## config.mk

```make
export PLATFORM = sky130hd
export DESIGN_NAME = uart_tx_arbiter_flat
export DESIGN_NICKNAME = d
export VERILOG_FILES = /design/src/rtl/uart_tx_arbiter_if.sv /design/src/rtl/uart_tx_arbiter.sv /design/src/flat_wrapper.sv
export SDC_FILE = /design/constraint.sdc
export NUM_CORES = 1
export LEC_CHECK = 0
export ABC_AREA = 1
export CORE_MARGIN = 1
export CORE_UTILIZATION = 42
export CTS_BUF_LIST = sky130_fd_sc_hd__clkbuf_8
export DETAILED_ROUTE_END_ITERATION = 10
export GPL_TIMING_DRIVEN = 0
export PLACE_DENSITY = 0.84
export SYNTH_ARGS = -nofsm -noshare
export SYNTH_HDL_FRONTEND = slang
export SYNTH_SLANG_ARGS = --single-unit
```

## constraint.sdc

```tcl
create_clock -name clk -period 1.9 [get_ports clk]
set_clock_uncertainty 0.05 [all_clocks]
set_input_delay 0.38 -clock clk [delete_from_list [all_inputs] [get_ports clk]]
set_output_delay 0.38 -clock clk [all_outputs]
set_load 0.02 [all_outputs]
```

## src/rtl/uart_tx_arbiter_if.sv

```systemverilog
// Bundle between the data producers, the arbiter and the uart transmit path.
// Requester handshake: req[i] is valid and req_data/req_last must stay stable; the byte of
// requester i is consumed on a rising edge where req[i] && ack[i], and only then may it advance.
interface uart_tx_arbiter_if #(
    parameter int N_REQ  = 4,
    parameter int DATA_W = 8
);
    logic [N_REQ-1:0]        req;
    logic [N_REQ*DATA_W-1:0] req_data;
    logic [N_REQ-1:0]        req_last;
    logic                    tx_full;
    logic                    wr_uart;
    logic [DATA_W-1:0]       w_data;
    logic [N_REQ-1:0]        ack;
    logic [N_REQ-1:0]        grant;
    logic                    busy;

    modport master (
        output req, req_data, req_last, tx_full,
        input  wr_uart, w_data, ack, grant, busy
    );

    modport slave (
        input  req, req_data, req_last, tx_full,
        output wr_uart, w_data, ack, grant, busy
    );
endinterface

```

## src/rtl/uart_tx_arbiter.sv

```systemverilog
// Round-robin arbiter sharing one uart TX FIFO between N_REQ byte producers.
// A grant is held until the owner's last byte or MAX_BURST written bytes.
module uart_tx_arbiter #(
    parameter int N_REQ     = 4,
    parameter int DATA_W    = 8,
    parameter int MAX_BURST = 16
) (
    input  logic             clk,
    input  logic             reset,
    uart_tx_arbiter_if.slave bus,
    output logic             dbg_state
);
    localparam int IDX_W = (N_REQ > 1) ? $clog2(N_REQ) : 1;
    localparam int CNT_W = $clog2(MAX_BURST + 1);

    typedef enum logic {
        S_IDLE  = 1'b0,
        S_GRANT = 1'b1
    } state_t;

    state_t           state, state_nxt;
    logic [IDX_W-1:0] owner, owner_nxt;
    logic [IDX_W-1:0] rr_ptr, rr_nxt;
    logic [CNT_W-1:0] burst_cnt, cnt_nxt;
    logic [IDX_W-1:0] pick;
    logic             found;
    logic [N_REQ-1:0] owner_oh;

    assign dbg_state = state;

    // First requesting index at or above rr_ptr, wrapping around.
    always_comb begin
        logic [IDX_W-1:0] cand;
        found = 1'b0;
        pick  = '0;
        cand  = '0;
        for (int k = 0; k < N_REQ; k++) begin
            cand = IDX_W'((int'(rr_ptr) + k) % N_REQ);
            if (!found && bus.req[cand]) begin
                found = 1'b1;
                pick  = cand;
            end
        end
    end

    always_comb begin
        owner_oh        = '0;
        owner_oh[owner] = 1'b1;
    end

    always_ff @(posedge clk or negedge reset) begin
        if (!reset) begin
            state     <= S_IDLE;
            owner     <= '0;
            rr_ptr    <= '0;
            burst_cnt <= '0;
        end else begin
            state     <= state_nxt;
            owner     <= owner_nxt;
            rr_ptr    <= rr_nxt;
            burst_cnt <= cnt_nxt;
        end
    end

    always_comb begin
        state_nxt   = state;
        owner_nxt   = owner;
        rr_nxt      = rr_ptr;
        cnt_nxt     = burst_cnt;
        bus.wr_uart = 1'b0;
        bus.w_data  = '0;
        bus.ack     = '0;
        bus.grant   = '0;
        bus.busy    = 1'b0;
        case (state)
            S_IDLE: begin
                if (found) begin
                    state_nxt = S_GRANT;
                    owner_nxt = pick;
                    cnt_nxt   = '0;
                end
            end
            S_GRANT: begin
                bus.grant   = owner_oh;
                bus.busy    = 1'b1;
                // tx_full gates the strobe in the same cycle, so a full FIFO never sees a write.
                bus.wr_uart = bus.req[owner] & ~bus.tx_full;
                if (bus.wr_uart) begin
                    bus.w_data = bus.req_data[owner*DATA_W +: DATA_W];
                    bus.ack    = owner_oh;
                    cnt_nxt    = burst_cnt + 1'b1;
                    if (bus.req_last[owner] || burst_cnt == CNT_W'(MAX_BURST - 1)) begin
                        state_nxt = S_IDLE;
                        rr_nxt    = (owner == IDX_W'(N_REQ - 1)) ? '0 : owner + 1'b1;
                    end
                end
            end
            default: state_nxt = S_IDLE;
        endcase
    end
endmodule

```

## src/flat_wrapper.sv

```systemverilog
// flat-port wrapper written by rule: the top's interface ports become plain ports
module uart_tx_arbiter_flat 
#(
    parameter int N_REQ     = 4,
    parameter int DATA_W    = 8,
    parameter int MAX_BURST = 16
)
  (clk, reset, dbg_state, bus_req, bus_req_data, bus_req_last, bus_tx_full, bus_wr_uart, bus_w_data, bus_ack, bus_grant, bus_busy);
  uart_tx_arbiter_if #(.N_REQ(N_REQ), .DATA_W(DATA_W)) bus_i ();
  input  logic clk;
  input  logic reset;
  output logic dbg_state;
  input wire logic [$bits(bus_i.req)-1:0] bus_req;
  input wire logic [$bits(bus_i.req_data)-1:0] bus_req_data;
  input wire logic [$bits(bus_i.req_last)-1:0] bus_req_last;
  input wire logic [$bits(bus_i.tx_full)-1:0] bus_tx_full;
  output wire logic [$bits(bus_i.wr_uart)-1:0] bus_wr_uart;
  output wire logic [$bits(bus_i.w_data)-1:0] bus_w_data;
  output wire logic [$bits(bus_i.ack)-1:0] bus_ack;
  output wire logic [$bits(bus_i.grant)-1:0] bus_grant;
  output wire logic [$bits(bus_i.busy)-1:0] bus_busy;
  assign bus_i.req = bus_req;
  assign bus_i.req_data = bus_req_data;
  assign bus_i.req_last = bus_req_last;
  assign bus_i.tx_full = bus_tx_full;
  assign bus_wr_uart = bus_i.wr_uart;
  assign bus_w_data = bus_i.w_data;
  assign bus_ack = bus_i.ack;
  assign bus_grant = bus_i.grant;
  assign bus_busy = bus_i.busy;
  uart_tx_arbiter #(.N_REQ(N_REQ), .DATA_W(DATA_W), .MAX_BURST(MAX_BURST)) u_core (.clk(clk), .reset(reset), .bus(bus_i), .dbg_state(dbg_state));
endmodule
```

; ---- After elaboration in Yosys (flattened, before gate mapping)
; Index checks and enable logic that the tools add are counted.
[word_totals]
elab_cells = 71
inputBits = 43
ff_bits = 10
out_inout_bits = 19
[classes]
addsub = 5
n_mux = 37
order_cmp = 6
n_reduce_logical = 11
shifts = 1
n_eq_ne = 4
n_bitwise = 3
[op_table]
columns = cell, n
row1 = $shiftx 32x6->8, 1
row2 = $mux 1, 16
row3 = $mux 8, 2
row4 = $lt 2x3->1 const B, 5
row5 = $bmux 1 s2, 6
row6 = $mux 4, 3
row7 = $mux 2, 5
row8 = $mux 5, 2
row9 = $pmux 5 s2, 1
row10 = $add 5x1->5 const B, 1
row11 = $eq 5x4->1 const B, 1
row12 = $add 2x1->2 const B, 2
row13 = $add 2x2->2 const B, 2
row14 = $logic_and 1x1->1, 4
row15 = $reduce_and 2->1, 2
row16 = $logic_not 1->1, 3
row17 = $reduce_and 3->1, 1
row18 = $demux 1 s2, 1
row19 = $eq 2x2->1 const B, 1
row20 = $ge 2x1->1 const B, 1
row21 = $ne 2x1->1 const B, 1
row22 = $ne 2x2->1 const B, 1
row23 = $not 1->1, 2
row24 = $pmux 1 s2, 1
row25 = 2 further kinds, 2

; ---- Longest topological paths before layout
[logic_depth]
word_depth = 14
ltp_mapped = 11

; ---- Least setup slack after synthesis
; Ideal clock, no wire load.
[synth_timing]
kind = reg2out
from = reg u_core.owner[0]
to = out bus_ack[0]
arrival_time_ns = 1.527
n_path_buf = 2
path_stages_with_launch = 7
path_slack_ns = -0.057
cell_sequence = dfrtp_1 -> inv_1 -> clkbuf_1 -> clkbuf_1 -> ha_1 -> inv_1 -> nor2_1
[synth_between]
elab_chain_cells = 6
[synth_lines]
columns = item, line
row1 = "start, declared", uart_tx_arbiter.sv:22  ; logic [IDX_W-1:0] owner, owner_nxt;
row2 = "start signal, assigned", uart_tx_arbiter.sv:59  ; owner <= owner_nxt;
row3 = $lt 2x3->1 (not written as such) / $ge 2x1->1 (equally long branches), uart_tx_arbiter.sv:48  ; owner_oh[owner] = 1'b1;
row4 = $logic_and 1x1->1 (not written as such), uart_tx_arbiter.sv:48
row5 = $mux 1 (not written as such), uart_tx_arbiter.sv:48
row6 = $demux 1 s2, -
row7 = $mux 4 *, uart_tx_arbiter.sv:88  ; if (bus.wr_uart) begin
row8 = $mux 4 *, uart_tx_arbiter.sv:75  ; case (state)
row9 = "end, declared", flat_wrapper.sv:19  ; output wire logic [$bits(bus_i.ack)-1:0] bus_ack;
; Every way passes the cells marked *; elsewhere a longest branch is shown, timed or not. The select of a mux whose other input is x is not followed.

; ---- Worst setup path in the final report
; Same ends and word-level chain as after synthesis.

==> flow_summary.toml <==
[outcome]
failed_checks = "DRC, setup timing"
status = "complete, but fails checks"

[clocking]
cts-root-buf = "clkbuf_8"
ctsHoldBuffers = 0
cts_sinks = 10
cts_buffer_depth = 2
clk_latency_ns = 0.23
cts-htree-levels = 1
cts_tree = "yes"
clk_pin_slew_ns = 0.05
numCtsBuffers = 3

[synthesis]
ys_seq_area_frac = 0.196
syn-instance-count = 212
synth_area_leaders = "dfrtp_1 20%, nand2_1 15%, nor2_1 13%"
synth_flop_cell = "dfrtp_1"
synth_seq_cells = 10
synth_top_area_frac = 0.196
synth_cell_type_count = 24
yosysWarningCount = 0
synth_area_per_cell_um2 = 6.04
synth_edf_count = 0
synth_area_um2 = 1280
synth.top_cells.by_count = "50 x nand2_1, 44 x nor2_1, 23 x o21ai_0, 19 x inv_1, 11 x a21oi_1"
synth.most_common_cell = "nand2_1"
synth_top_cell_by_area = "dfrtp_1"
async_flop_share = 1.00
syn_nets = 261

[placed_design]
placed_area_um2 = 1940
place_congestion = 0.834
dp_cells = 304
dp_hpwl_mm = 2.78
pre_cts_ws_ns = -1.08
port_buffers = 61

[sta]
fin_crit_ns = 2.14
tightest_slew_ns = 0.480
final-hold-violation-count = 0
slew_violations = 0
final-setup-viol-count = 17
finalCritPeriodShare = 1.13
fmax_ghz = 0.467
grt_setup_unrepaired = "yes"
slew_headroom = 0.679
layout_setup_ws_ns = -0.242
worst_hold_slack_ns = 0.429

[drt]
drtIter0Drc = 140
vias = 1823
postRouteAntennaNets = 0
dr.pass1.iters = 7
wl_per_cell_um = 16.4
wl_mm = 5.34
via_per_inst = 5.59
drc = 1

[grt]
grt_max_degree = 12
overflow = 0
groute.usage.overall = 0.283
first_global_vias = 1665
grt_pass1_wl_mm = 7.21
antenna_found_initial = 0

[finish]
drive_above_1_share = 0.363
antennaDiodeCount = 0
fill_cells = 164
finalNonFillerCells = 326
final_area_um2 = 2340
multiInputGateArea_um2 = 1020
syn2layout_area_growth_pct = 83.1
ff_latch_area_um2 = 254
layout.nets = 346

[worst_setup_path]
cp_max_fo = 5
critPathRequiredTime_ns = 1.47
critPathLaunchType = "flip-flop"
worstSetupPathType = "reg2out"
cp-end-kind = "output port"
arrival_ns = 1.71

[floorplan]
io-pin-count = 62
initial_core_util = 0.452
row_count = 19
core_um2 = 2830
dieArea_um2 = 3270
die_h_um = 57.2
die_w_um = 57.2

[worst_hold_path]
hold_class = "in2async"

[power_and_ir_drop]
p_per_area_nw_per_um2 = 1540
power_leakage_uw = 0.00112
fin_total_pwr_uw = 3600
vdd_ir_drop_max_mv = 0.881

[run]
max_cap_viol_count = 0
flip-flops by register name, summed over array words and instances (netlist names):
name / flops
u_core.rr_ptr: 2
u_core.burst_cnt: 5
u_core.dbg_state: 1
u_core.owner: 2
power by group:
part	switching [uW]	total [uW]	internal [uW]
clock	78.3	217	138
sequential	143	442	299
combinational	1690	2940	1250
cell families after synthesis:
group / count (synthesis) / synth area share
AND/OR/NAND/NOR: 123 / 0.458
XOR/XNOR: 1 / 0.00684
AO/OA/AOI/OAI: 40 / 0.170
flip-flops: 10 / 0.196
adder cells (fa/ha/maj): 6 / 0.0586
buffers and inverters: 32 / 0.110
per-layer routing:
layer	GRT usage	routed length, um
met1	0.306	1960
met2	0.546	2760
met3	0.0431	334
met4	0.111	289
met5	0	0
through the flow:
stage | setup TNS (ns) | utilization
detailed placement | -15.76 | 0.686
global placement | -15.38 | 0.686
finish | -2.86 | 0.828
CTS | -2.17 | 0.762
global route | -3.67 | 0.828
floorplan | -0.0926 | -
cell type report:
cell class | instances | share of cell area
clock buffer | 3 | 0.0176
inverter | 23 | 0.0422
timing repair buffer | 81 | 0.334
sequential | 10 | 0.108
buffer | 8 | 0.0448
tap | 31 | 0.0166
multi-input combinational | 170 | 0.437
final timing paths:
kind                                      from                   to  slack (ns)  cells after the start
max                            u_core.owner[0]           bus_ack[0]       -0.24                      7
max reg2reg                    u_core.owner[0]     u_core.rr_ptr[1]       -0.09                     12
max in group asynchronous                reset      u_core.owner[1]        1.02                      1
min                                      reset      u_core.owner[0]        0.43                      1
min in group clk           u_core.burst_cnt[0]  u_core.burst_cnt[0]        0.50                      1
min reg2reg                u_core.burst_cnt[0]  u_core.burst_cnt[0]        0.50                      1
timing repair:
| item | CTS | global route |
|---|---|---|
| pin swaps | 6 | 6 |
| gates resized for setup | 115 | 41 |
| setup endpoints to repair | 18 | 20 |
| buffers inserted | 16 | 6 |
| cloned | 1 | 1 |
critical path, cell delays in order (launching register included):
cell,delay [ns]
dfrtp_2,0.46
nand2_2,0.08
o211ai_1,0.12
a21oi_2,0.21
nand2_2,0.15
clkbuf_16,0.19
nor2_2,0.12
buf_6,0.14
cell usage in the layout, fill, tap and decap left out, types with 3 or more instances in the layout:
cell type         n
nand3_1           7
nand3_2           7
clkbuf_8          4
nor2_1           39
inv_1            15
nor2_4            3
nand2_1          46
o21ai_2           8
nand2_2          10
inv_2             5
nand2_4           5
dlygate4sd2_1     4
dfrtp_2           3
buf_4            24
ha_1              4
buf_8             4
a21oi_2           8
o21ai_0          17
dfrtp_1           7
clkdlybuf4s50_1  40
buf_6            10
o21ai_1           3
(Power assumes the default switching activity.)
